## config.mk

```make
export PLATFORM = sky130hd
export DESIGN_NAME = calc_engine
export DESIGN_NICKNAME = d
export VERILOG_FILES = /design/src/rtl/calc_engine.sv
export SDC_FILE = /design/constraint.sdc
export NUM_CORES = 1
export LEC_CHECK = 0
export ABC_AREA = 1
export CORE_ASPECT_RATIO = 1.25
export CORE_MARGIN = 3
export CORE_UTILIZATION = 35
export CTS_CLUSTER_DIAMETER = 60
export DETAILED_ROUTE_END_ITERATION = 10
export GPL_ROUTABILITY_DRIVEN = 0
export PLACE_DENSITY = 0.53
export SETUP_SLACK_MARGIN = 0.02
export SLEW_MARGIN = 10
export SYNTH_ARGS = -nofsm -noshare
export SYNTH_HDL_FRONTEND = slang
export SYNTH_SLANG_ARGS = --single-unit
```

## constraint.sdc

```tcl
create_clock -name sw_clk -period 10.3 [get_ports sw_clk]
set_clock_uncertainty 0.15 [all_clocks]
set_input_delay 2.06 -clock sw_clk [delete_from_list [all_inputs] [get_ports sw_clk]]
set_output_delay 2.06 -clock sw_clk [all_outputs]
set_load 0.03 [all_outputs]
```

## src/rtl/calc_engine.sv

```systemverilog
// calc_engine: sequential keypad calculator core.
// Builds signed operands from eBCD key codes, runs an entry FSM and drives the
// display value/selector and error flags. Add/sub finish in one cycle; mul,
// div and mod use a shared WIDTH-step shift unit.
// Optional feature macro: CALC_CHAIN_EN (operator key during op2 entry
// evaluates the pending operation and chains the result as the next op1).
module calc_engine #(
  parameter int WIDTH  = 32,
  parameter int DIGITS = 8
) (
  input  logic             sw_clk,
  input  logic             rst,
  input  logic             key_vld,
  input  logic [4:0]       key_code,
  output logic             key_rdy,
  output logic [WIDTH-1:0] disp_val,
  output logic [1:0]       disp_sel,
  output logic             busy,
  output logic             err,
  output logic [1:0]       err_code
);

  localparam int CW = $clog2(DIGITS + 1);
  localparam int IW = $clog2(WIDTH + 1) + 1;
  localparam int EW = WIDTH + 4;
  localparam logic [WIDTH-1:0] MAX_POS = {1'b0, {(WIDTH-1){1'b1}}};
  localparam logic [WIDTH-1:0] MIN_MAG = {1'b1, {(WIDTH-1){1'b0}}};

  typedef enum logic [2:0] {S_A, S_OP, S_B, S_EXEC, S_RES, S_ERR} state_e;
  typedef enum logic [2:0] {OP_ADD, OP_SUB, OP_MUL, OP_DIV, OP_MOD} op_e;

  state_e             state_q, state_d;
  op_e                opr_q, opr_d, nxt_q, nxt_d;
  logic               chain_q, chain_d;
  logic [WIDTH-1:0]   val_q, val_d;
  logic [CW-1:0]      cnt_q, cnt_d;
  logic [WIDTH-1:0]   op1_q, op1_d, op2_q, op2_d, res_q, res_d;
  logic [WIDTH-1:0]   bmag_q, bmag_d;
  logic [2*WIDTH-1:0] prod_q, prod_d;
  logic [IW-1:0]      it_q, it_d;
  logic               sa_q, sa_d, sb_q, sb_d;
  logic [1:0]         errc_q, errc_d;

  // Key decode and entry arithmetic
  logic             is_digit, is_op, is_eq, is_clr, is_bs, digit_ok;
  logic [3:0]       digit;
  op_e              key_op;
  logic [EW-1:0]    ext;

  // Shift unit and result formation
  logic [WIDTH:0]     madd, dsh;
  logic               dge, neg;
  logic [WIDTH-1:0]   dsub, lo, hi, sum, dif;
  logic [2*WIDTH-1:0] step;
  logic [WIDTH-1:0]   fin_val;
  logic               fin_ov;
  logic               done, done_ov;
  logic [WIDTH-1:0]   done_val;

  function automatic logic [WIDTH-1:0] mag(input logic [WIDTH-1:0] x);
    return x[WIDTH-1] ? -x : x;
  endfunction

  // Decode the key code and pre-compute the appended-digit entry value
  always_comb begin
    is_digit = (key_code < 5'd10);
    is_op    = (key_code >= 5'd10) && (key_code <= 5'd14);
    is_eq    = (key_code == 5'd15);
    is_clr   = (key_code == 5'd16);
    is_bs    = (key_code == 5'd17);
    digit    = key_code[3:0];
    // codes 10..14 have low bits 2..6, so subtracting 2 yields the op index
    key_op   = op_e'(key_code[2:0] - 3'd2);
    ext      = {4'b0, val_q} * EW'(10) + {{(EW-4){1'b0}}, digit};
    digit_ok = (cnt_q != CW'(DIGITS)) && (ext <= {4'b0, MAX_POS});
  end

  // One step of shift-add multiply / restoring divide, plus final result forming
  always_comb begin
    madd = {1'b0, prod_q[2*WIDTH-1:WIDTH]} + (prod_q[0] ? {1'b0, bmag_q} : '0);
    dsh  = {prod_q[2*WIDTH-1:WIDTH], prod_q[WIDTH-1]};
    dge  = (dsh >= {1'b0, bmag_q});
    dsub = dge ? WIDTH'(dsh - {1'b0, bmag_q}) : dsh[WIDTH-1:0];
    step = (opr_q == OP_MUL) ? {madd, prod_q[WIDTH-1:1]}
                             : {dsub, prod_q[WIDTH-2:0], dge};
    neg  = sa_q ^ sb_q;
    lo   = step[WIDTH-1:0];
    hi   = step[2*WIDTH-1:WIDTH];
    sum  = op1_q + op2_q;
    dif  = op1_q - op2_q;
    fin_val = '0;
    fin_ov  = 1'b0;
    case (opr_q)
      OP_ADD: begin
        fin_val = sum;
        fin_ov  = (op1_q[WIDTH-1] == op2_q[WIDTH-1]) && (sum[WIDTH-1] != op1_q[WIDTH-1]);
      end
      OP_SUB: begin
        fin_val = dif;
        fin_ov  = (op1_q[WIDTH-1] != op2_q[WIDTH-1]) && (dif[WIDTH-1] != op1_q[WIDTH-1]);
      end
      OP_MUL: begin
        fin_val = neg ? -lo : lo;
        fin_ov  = (hi != '0) || (neg ? (lo > MIN_MAG) : lo[WIDTH-1]);
      end
      OP_DIV: begin
        fin_val = neg ? -lo : lo;
        fin_ov  = !neg && lo[WIDTH-1];
      end
      default: begin
        fin_val = sa_q ? -hi : hi;
        fin_ov  = 1'b0;
      end
    endcase
  end

  // Entry FSM next-state and datapath register updates
  always_comb begin
    state_d  = state_q;
    opr_d    = opr_q;
    nxt_d    = nxt_q;
    chain_d  = chain_q;
    val_d    = val_q;
    cnt_d    = cnt_q;
    op1_d    = op1_q;
    op2_d    = op2_q;
    res_d    = res_q;
    bmag_d   = bmag_q;
    prod_d   = prod_q;
    it_d     = it_q;
    sa_d     = sa_q;
    sb_d     = sb_q;
    errc_d   = errc_q;
    done     = 1'b0;
    done_ov  = 1'b0;
    done_val = '0;
    case (state_q)
      S_A, S_B: begin
        if (key_vld) begin
          if (is_digit && digit_ok) begin
            val_d = ext[WIDTH-1:0];
            cnt_d = cnt_q + 1'b1;
          end else if (is_bs) begin
            val_d = val_q / WIDTH'(10);
            if (cnt_q != '0) cnt_d = cnt_q - 1'b1;
          end else if (is_op && state_q == S_A) begin
            op1_d   = val_q;
            opr_d   = key_op;
            val_d   = '0;
            cnt_d   = '0;
            state_d = S_OP;
          end else if (is_eq && state_q == S_B) begin
            op2_d   = val_q;
            val_d   = '0;
            cnt_d   = '0;
            it_d    = '0;
            state_d = S_EXEC;
          end
`ifdef CALC_CHAIN_EN
          else if (is_op) begin
            op2_d   = val_q;
            nxt_d   = key_op;
            chain_d = 1'b1;
            val_d   = '0;
            cnt_d   = '0;
            it_d    = '0;
            state_d = S_EXEC;
          end
`endif
        end
      end
      S_OP: begin
        if (key_vld) begin
          if (is_digit) begin
            val_d   = WIDTH'(digit);
            cnt_d   = CW'(1);
            state_d = S_B;
          end else if (is_op) begin
            opr_d = key_op;
          end
        end
      end
      S_RES: begin
        if (key_vld) begin
          if (is_digit) begin
            val_d   = WIDTH'(digit);
            cnt_d   = CW'(1);
            state_d = S_A;
          end else if (is_op) begin
            op1_d   = res_q;
            opr_d   = key_op;
            state_d = S_OP;
          end else if (is_eq) begin
            op1_d   = res_q;
            it_d    = '0;
            state_d = S_EXEC;
          end
        end
      end
      S_EXEC: begin
        if (it_q == '0) begin
          if (opr_q == OP_ADD || opr_q == OP_SUB) begin
            done     = 1'b1;
            done_val = fin_val;
            done_ov  = fin_ov;
          end else if ((opr_q == OP_DIV || opr_q == OP_MOD) && op2_q == '0) begin
            errc_d  = 2'd1;
            chain_d = 1'b0;
            state_d = S_ERR;
          end else begin
            prod_d = {{WIDTH{1'b0}}, mag(op1_q)};
            bmag_d = mag(op2_q);
            sa_d   = op1_q[WIDTH-1];
            sb_d   = op2_q[WIDTH-1];
            it_d   = IW'(1);
          end
        end else begin
          prod_d = step;
          if (it_q == IW'(WIDTH)) begin
            done     = 1'b1;
            done_val = fin_val;
            done_ov  = fin_ov;
          end else begin
            it_d = it_q + 1'b1;
          end
        end
      end
      default: ;
    endcase
    if (done) begin
      if (done_ov) begin
        errc_d  = 2'd2;
        chain_d = 1'b0;
        state_d = S_ERR;
      end else if (chain_q) begin
        op1_d   = done_val;
        res_d   = done_val;
        opr_d   = nxt_q;
        chain_d = 1'b0;
        state_d = S_OP;
      end else begin
        res_d   = done_val;
        state_d = S_RES;
      end
    end
    if (key_vld && is_clr) begin
      state_d = S_A;
      opr_d   = OP_ADD;
      nxt_d   = OP_ADD;
      chain_d = 1'b0;
      val_d   = '0;
      cnt_d   = '0;
      op1_d   = '0;
      op2_d   = '0;
      res_d   = '0;
      bmag_d  = '0;
      prod_d  = '0;
      it_d    = '0;
      sa_d    = 1'b0;
      sb_d    = 1'b0;
      errc_d  = 2'd0;
    end
  end

  // State and datapath registers with synchronous reset
  always_ff @(posedge sw_clk) begin
    if (rst) begin
      state_q <= S_A;
      opr_q   <= OP_ADD;
      nxt_q   <= OP_ADD;
      chain_q <= 1'b0;
      val_q   <= '0;
      cnt_q   <= '0;
      op1_q   <= '0;
      op2_q   <= '0;
      res_q   <= '0;
      bmag_q  <= '0;
      prod_q  <= '0;
      it_q    <= '0;
      sa_q    <= 1'b0;
      sb_q    <= 1'b0;
      errc_q  <= 2'd0;
    end else begin
      state_q <= state_d;
      opr_q   <= opr_d;
      nxt_q   <= nxt_d;
      chain_q <= chain_d;
      val_q   <= val_d;
      cnt_q   <= cnt_d;
      op1_q   <= op1_d;
      op2_q   <= op2_d;
      res_q   <= res_d;
      bmag_q  <= bmag_d;
      prod_q  <= prod_d;
      it_q    <= it_d;
      sa_q    <= sa_d;
      sb_q    <= sb_d;
      errc_q  <= errc_d;
    end
  end

  // Display and status outputs derived from the current state
  always_comb begin
    key_rdy  = (state_q != S_EXEC) && (state_q != S_ERR);
    busy     = (state_q == S_EXEC);
    err      = (state_q == S_ERR);
    err_code = errc_q;
    disp_val = '0;
    disp_sel = 2'd0;
    case (state_q)
      S_A:    begin disp_val = val_q; disp_sel = 2'd0; end
      S_OP:   begin disp_val = op1_q; disp_sel = 2'd1; end
      S_B:    begin disp_val = val_q; disp_sel = 2'd2; end
      S_EXEC: begin disp_val = op2_q; disp_sel = 2'd2; end
      S_RES:  begin disp_val = res_q; disp_sel = 2'd3; end
      default: begin disp_val = '0; disp_sel = 2'd3; end
    endcase
  end

endmodule

```

After elaboration in Yosys (flattened, before gate mapping). Index checks and enable logic that the tools add are counted.

Add/sub/neg operators: 13. Multipliers: 1. Div/mod/pow operators: 1. Magnitude comparators: 6. Eq/ne operators: 49. Multiplexer cells: 112. Bitwise logic cells: 7. Reductions and logical operators: 37.

Operators by type and width (number): two-way mux 32 bit (28); two-way mux 64 bit (4); negation 32 bit (4); one-hot mux 32 bit (2 select lines) (2); one-hot mux 32 bit (4 select lines) (1); one-hot mux 32 bit (3 select lines) (1); two-way mux 7 bit (13); two-way mux 3 bit (27); subtractor 32 bit (2); adder 36 x 4 -> 36 bit (1); less-or-equal comparator 36 x 31 -> 1 bit (second input constant) (1); multiplier 32 x 3 -> 35 bit (second input constant) (1); adder 32 x 32 -> 33 bit (1); >= comparator 33 x 32 -> 1 bit (1); adder 32 bit (1); divider 32 x 4 -> 32 bit (second input constant) (1); > comparator 32 bit (second input constant) (1); logical NOT 32 bit (1); two-way mux 4 bit (8); nonzero test 32 bit (1); != test 3 bit (second input constant) (9); one-hot mux 7 bit (3 select lines) (1); != test 2 bit (second input constant) (9); two-way mux 1 bit (16); other kinds (48) (91).

Register bits after elaboration: 246. Logic and storage cells: 240.

Depth between registers and ports, before layout.
Word-level depth: 12. Gate-level depth with buffers: 132. Mapped depth without buffers: 131.

Least setup slack after synthesis. No wires, ideal clock.

Path type: flip-flop to flip-flop. From: reg val_q[31]. To: reg val_q[0]. Setup time: 0.122 ns. Data arrival time: 8.941 ns. Data required time: 10.028 ns. Setup slack: 1.087 ns. Stages on the path, launching flop included: 115. Clock period less this slack: 9.213 ns. Cell sequence: dfxtp_1 > buf_6 > nand2_1 > inv_2 > o21bai_2 > nand2_2 > nand2_2 > nand2_1 > nand3_2 > nand2_2 > nand2_2 > nand2_1 > nand2_2 > inv_2 > nand2_1 > nand3_1 > nand2_2 > nand2_2 > (+79 left out) > nand2_1 > nand2_1 > nand2_1 > nand2_2 > inv_2 > o21ai_1 > nand2_1 > nand2_1 > nand2_4 > nand2_4 > nand2_1 > and2_2 > nand3_1 > nand2_1 > inv_1 > nand3_1 > nand2_1 > a21oi_2.

Cells in the longest elaborated chain, start to end: 8. Elaborated cells between the ends (all ways): 12. Those cells by class: add/sub: 1; mul: 1; div: 1; order compare: 1; eq/ne: 1; mux: 4; reduce/logical: 3.

RTL lines: start, declared (RTL line 35) `logic [WIDTH-1:0] val_q, val_d;`; start signal, assigned (RTL line 288) `val_q <= val_d;`; parallel branches: the longest is 8 deep, another holds divider 32 x 4 -> 32 bit.

Several ways; the timed one is not identified. The select of a mux whose other input is x is not followed. A chain may end at the register's enable or synchronous reset.

Final worst setup path.
From: reg val_q[31]. To: reg val_q[2].

The elaborated chain is that of the path after synthesis.

==> results.ini <==
[yosys]
syn-num-nets=4380
synthesis.area_um2=25800
syn_avg_cell_area_um2=6.19
ys_ff_latch=246
ys_types=61
ys_warn_count=0
synthFlopType=dfxtp_1
syn_inst=4167
synth_edf_count=0
seq_area_frac_synth=0.191
async_reset_ff_frac=0

[global_route]
first_global_vias=27000
grt_usage=0.240
grt_max_degree=62
grt_pass1_wl_um=149000
overflow=0
antenna_found_initial=1

[place]
dp.cells=5081
dp_hpwl_um=72600
portBuffers=46

[layout]
instances_no_fill=5195
nets=4432
syn2layout_area_growth_pct=17.3
regArea_um2=4940
fillers=7721
drive_above_1_share=0.129
multi_input_area_um2=18900
antenna_cells=0

[timing]
fin_ws_ps=-5.75
slew_viol_final=0
finalSetupViolations=2
hold_viol=0
period_share=1.00
worstMarginPinSlew_ps=1160
fmax_mhz=97.0
slew-limit-headroom=0.214
rsz0062_at_grt=true
fin_crit_ps=10310

[worst_hold_path]
hp-class=reg2reg
holdPathStages=2

[detailed_routing]
routed_wirelength_um=96800
firstDrtPassIters=6
via_count=28200
drc_errors=0
wl_per_cell_um=18.6
ant_nets=0
dr.first_iter.drc_count=1977
vias_per_cell=5.43

[clocking]
cts_tree=yes
clk_latency_ps=540
root_buffer=clkbuf_16
clkTransAtPathRegs_ps=60
cts_made_buffers=34
htreeDepth=2
cts_buffer_depth=3
clock-sinks=246

[run]
maxCapViolCount=0

[floorplan]
die_height_um=309
die_area_um2=77000
core_area_um2=72500
die_w_um=249
ios=47
rows=110
start_util=0.355

[worst_setup_path]
critPathCaptureType=flop
reg2reg_depth=105
crit_slowest_cell=dfxtp_4
worstPathArrival_ps=10530
cp_max_fo=5
worstSetupPathType=reg2reg
cp-start-kind=flop
path_common_cell=nand2_4
r2r_slack_ps=-6
cp_slowest_stage_delay_ps=370
worstPathRequired_ps=10530

[outcome]
status=complete, but fails checks
violations=setup timing

## cell usage in the layout (no fill, tap or decap), types with 39 or more instances in the layout
cell type,Yosys,layout
nand2_2,61,104
xor2_1,128,127
nor2_1,259,251
o221ai_1,39,39
a21oi_1,490,487
nand2_4,9,66
nor3_1,70,66
nand3_1,261,227
buf_4,0,140
o21ai_0,402,399
inv_1,581,565
o211ai_1,79,79
clkdlybuf4s50_1,0,46
nand2_1,752,652
dfxtp_1,246,241
ha_1,199,199
## sequential cells by signal, summed over array words and instances (netlist names)
register  cells
opr_q         3
val_q        32
bmag_q       32
err_code      2
res_q        32
cnt_q         4
sa_q          1
op2_q        32
state_q       3
chain_q       1
prod_q       64
op1_q        32
sb_q          1
it_q          7
## layer usage
metal	track usage	vias to the layer above	share of wire	wire [um]
li1	-	14200	-	-
met4	0.0820	2	0.033	3200
met1	0.293	13200	0.42	41100
met2	0.442	646	0.50	48400
met5	0	-	0.00013	13
met3	0.0215	156	0.042	4030
## final cells by class
class | instances | share of cell area
clock buffers | 46 | 0.0341
well taps | 952 | 0.0394
flip-flops and latches | 246 | 0.163
clock inverters | 14 | 0.00604
repair buffers | 194 | 0.0546
multi-input cells | 3131 | 0.626
inverters | 612 | 0.0766
## kinds of logic after synthesis
group,after synthesis,synth area share
simple gates,1531,0.262
compound gates,1235,0.276
mux,2,0.000777
fa+ha+maj,205,0.101
flops,246,0.191
buf+inv,790,0.115
xor+xnor,158,0.0537
## cells in the mapped netlist (3+ instances only)
| cell | count | share of area |
|---|---|---|
| nand3b_1 | 6 | 0.0017 |
| and3_1 | 4 | 0.00097 |
| a41oi_1 | 4 | 0.0014 |
| a21oi_1 | 490 | 0.095 |
| xor2_1 | 128 | 0.043 |
| nor4_1 | 19 | 0.0046 |
| nor2_1 | 259 | 0.038 |
| nand3_2 | 16 | 0.0062 |
| nand4_1 | 33 | 0.0080 |
| o21a_1 | 20 | 0.0058 |
| xnor2_1 | 30 | 0.010 |
| fa_1 | 6 | 0.0047 |
| nand2_2 | 61 | 0.015 |
| o21ai_1 | 10 | 0.0019 |
| a21o_1 | 7 | 0.0020 |
| nand2_1 | 752 | 0.11 |
| dfxtp_1 | 246 | 0.19 |
| ha_1 | 199 | 0.097 |
| a31oi_1 | 27 | 0.0066 |
| inv_1 | 581 | 0.085 |
| o221ai_1 | 39 | 0.013 |
| o211ai_1 | 79 | 0.023 |
| o31ai_1 | 10 | 0.0029 |
| nand3_1 | 261 | 0.051 |
| or2_2 | 34 | 0.0083 |
| inv_2 | 22 | 0.0032 |
| a221oi_1 | 8 | 0.0027 |
| nor3b_1 | 4 | 0.0012 |
| clkinv_1 | 9 | 0.0013 |
| o21ai_0 | 402 | 0.078 |
| a22oi_1 | 33 | 0.0096 |
| clkbuf_1 | 167 | 0.024 |
| a21oi_2 | 3 | 0.0010 |
| buf_1 | 9 | 0.0013 |
| o21ai_2 | 4 | 0.0014 |
| nand2_4 | 9 | 0.0039 |
| o2111ai_1 | 19 | 0.0065 |
| a211oi_1 | 15 | 0.0044 |
| o21bai_1 | 21 | 0.0061 |
| o22ai_1 | 12 | 0.0029 |
| o311ai_0 | 15 | 0.0051 |
| nor3_1 | 70 | 0.014 |
## what timing repair did
item / 4_1_cts / 5_1_grt
hold endpoints to repair: 0 / 0
cloned: 0 / 1
hold buffers: 0 / 0
endpoints found under the setup margin: 3 / 74
pin swaps: 28 / 92
buffers inserted: 14 / 39
gates resized for setup: 51 / 218
## through the flow
stage	hold slack [ps]	area (um^2)	setup slack [ps]	setup TNS, ps	utilization
3_5_place_dp	286	27600	-212	-514	0.380
3_3_place_gp	286	27600	151	0	0.380
5_1_grt	318	30200	-875	-2950	0.417
4_1_cts	295	29100	29.2	0	0.401
6_report	289	30200	-5.75	-8.91	0.417
2_1_floorplan	289	25800	1090	0	-
## critical path: cells and delay by family (launching register included)
family	cells	cell delay, ps
AO/OA/AOI/OAI	9	1530
buffers and inverters	12	880
flip-flops	1	370
AND/OR/NAND/NOR	84	7140
## worst paths after layout
check                    from          end
setup / recovery    val_q[31]     val_q[2]
hold / removal    err_code[0]  err_code[0]
setup reg to reg    val_q[31]     val_q[2]
hold reg to reg   err_code[0]  err_code[0]
Power is not shown: default switching activity piles up to over one toggle a cycle in this logic, so the estimate is an artifact.
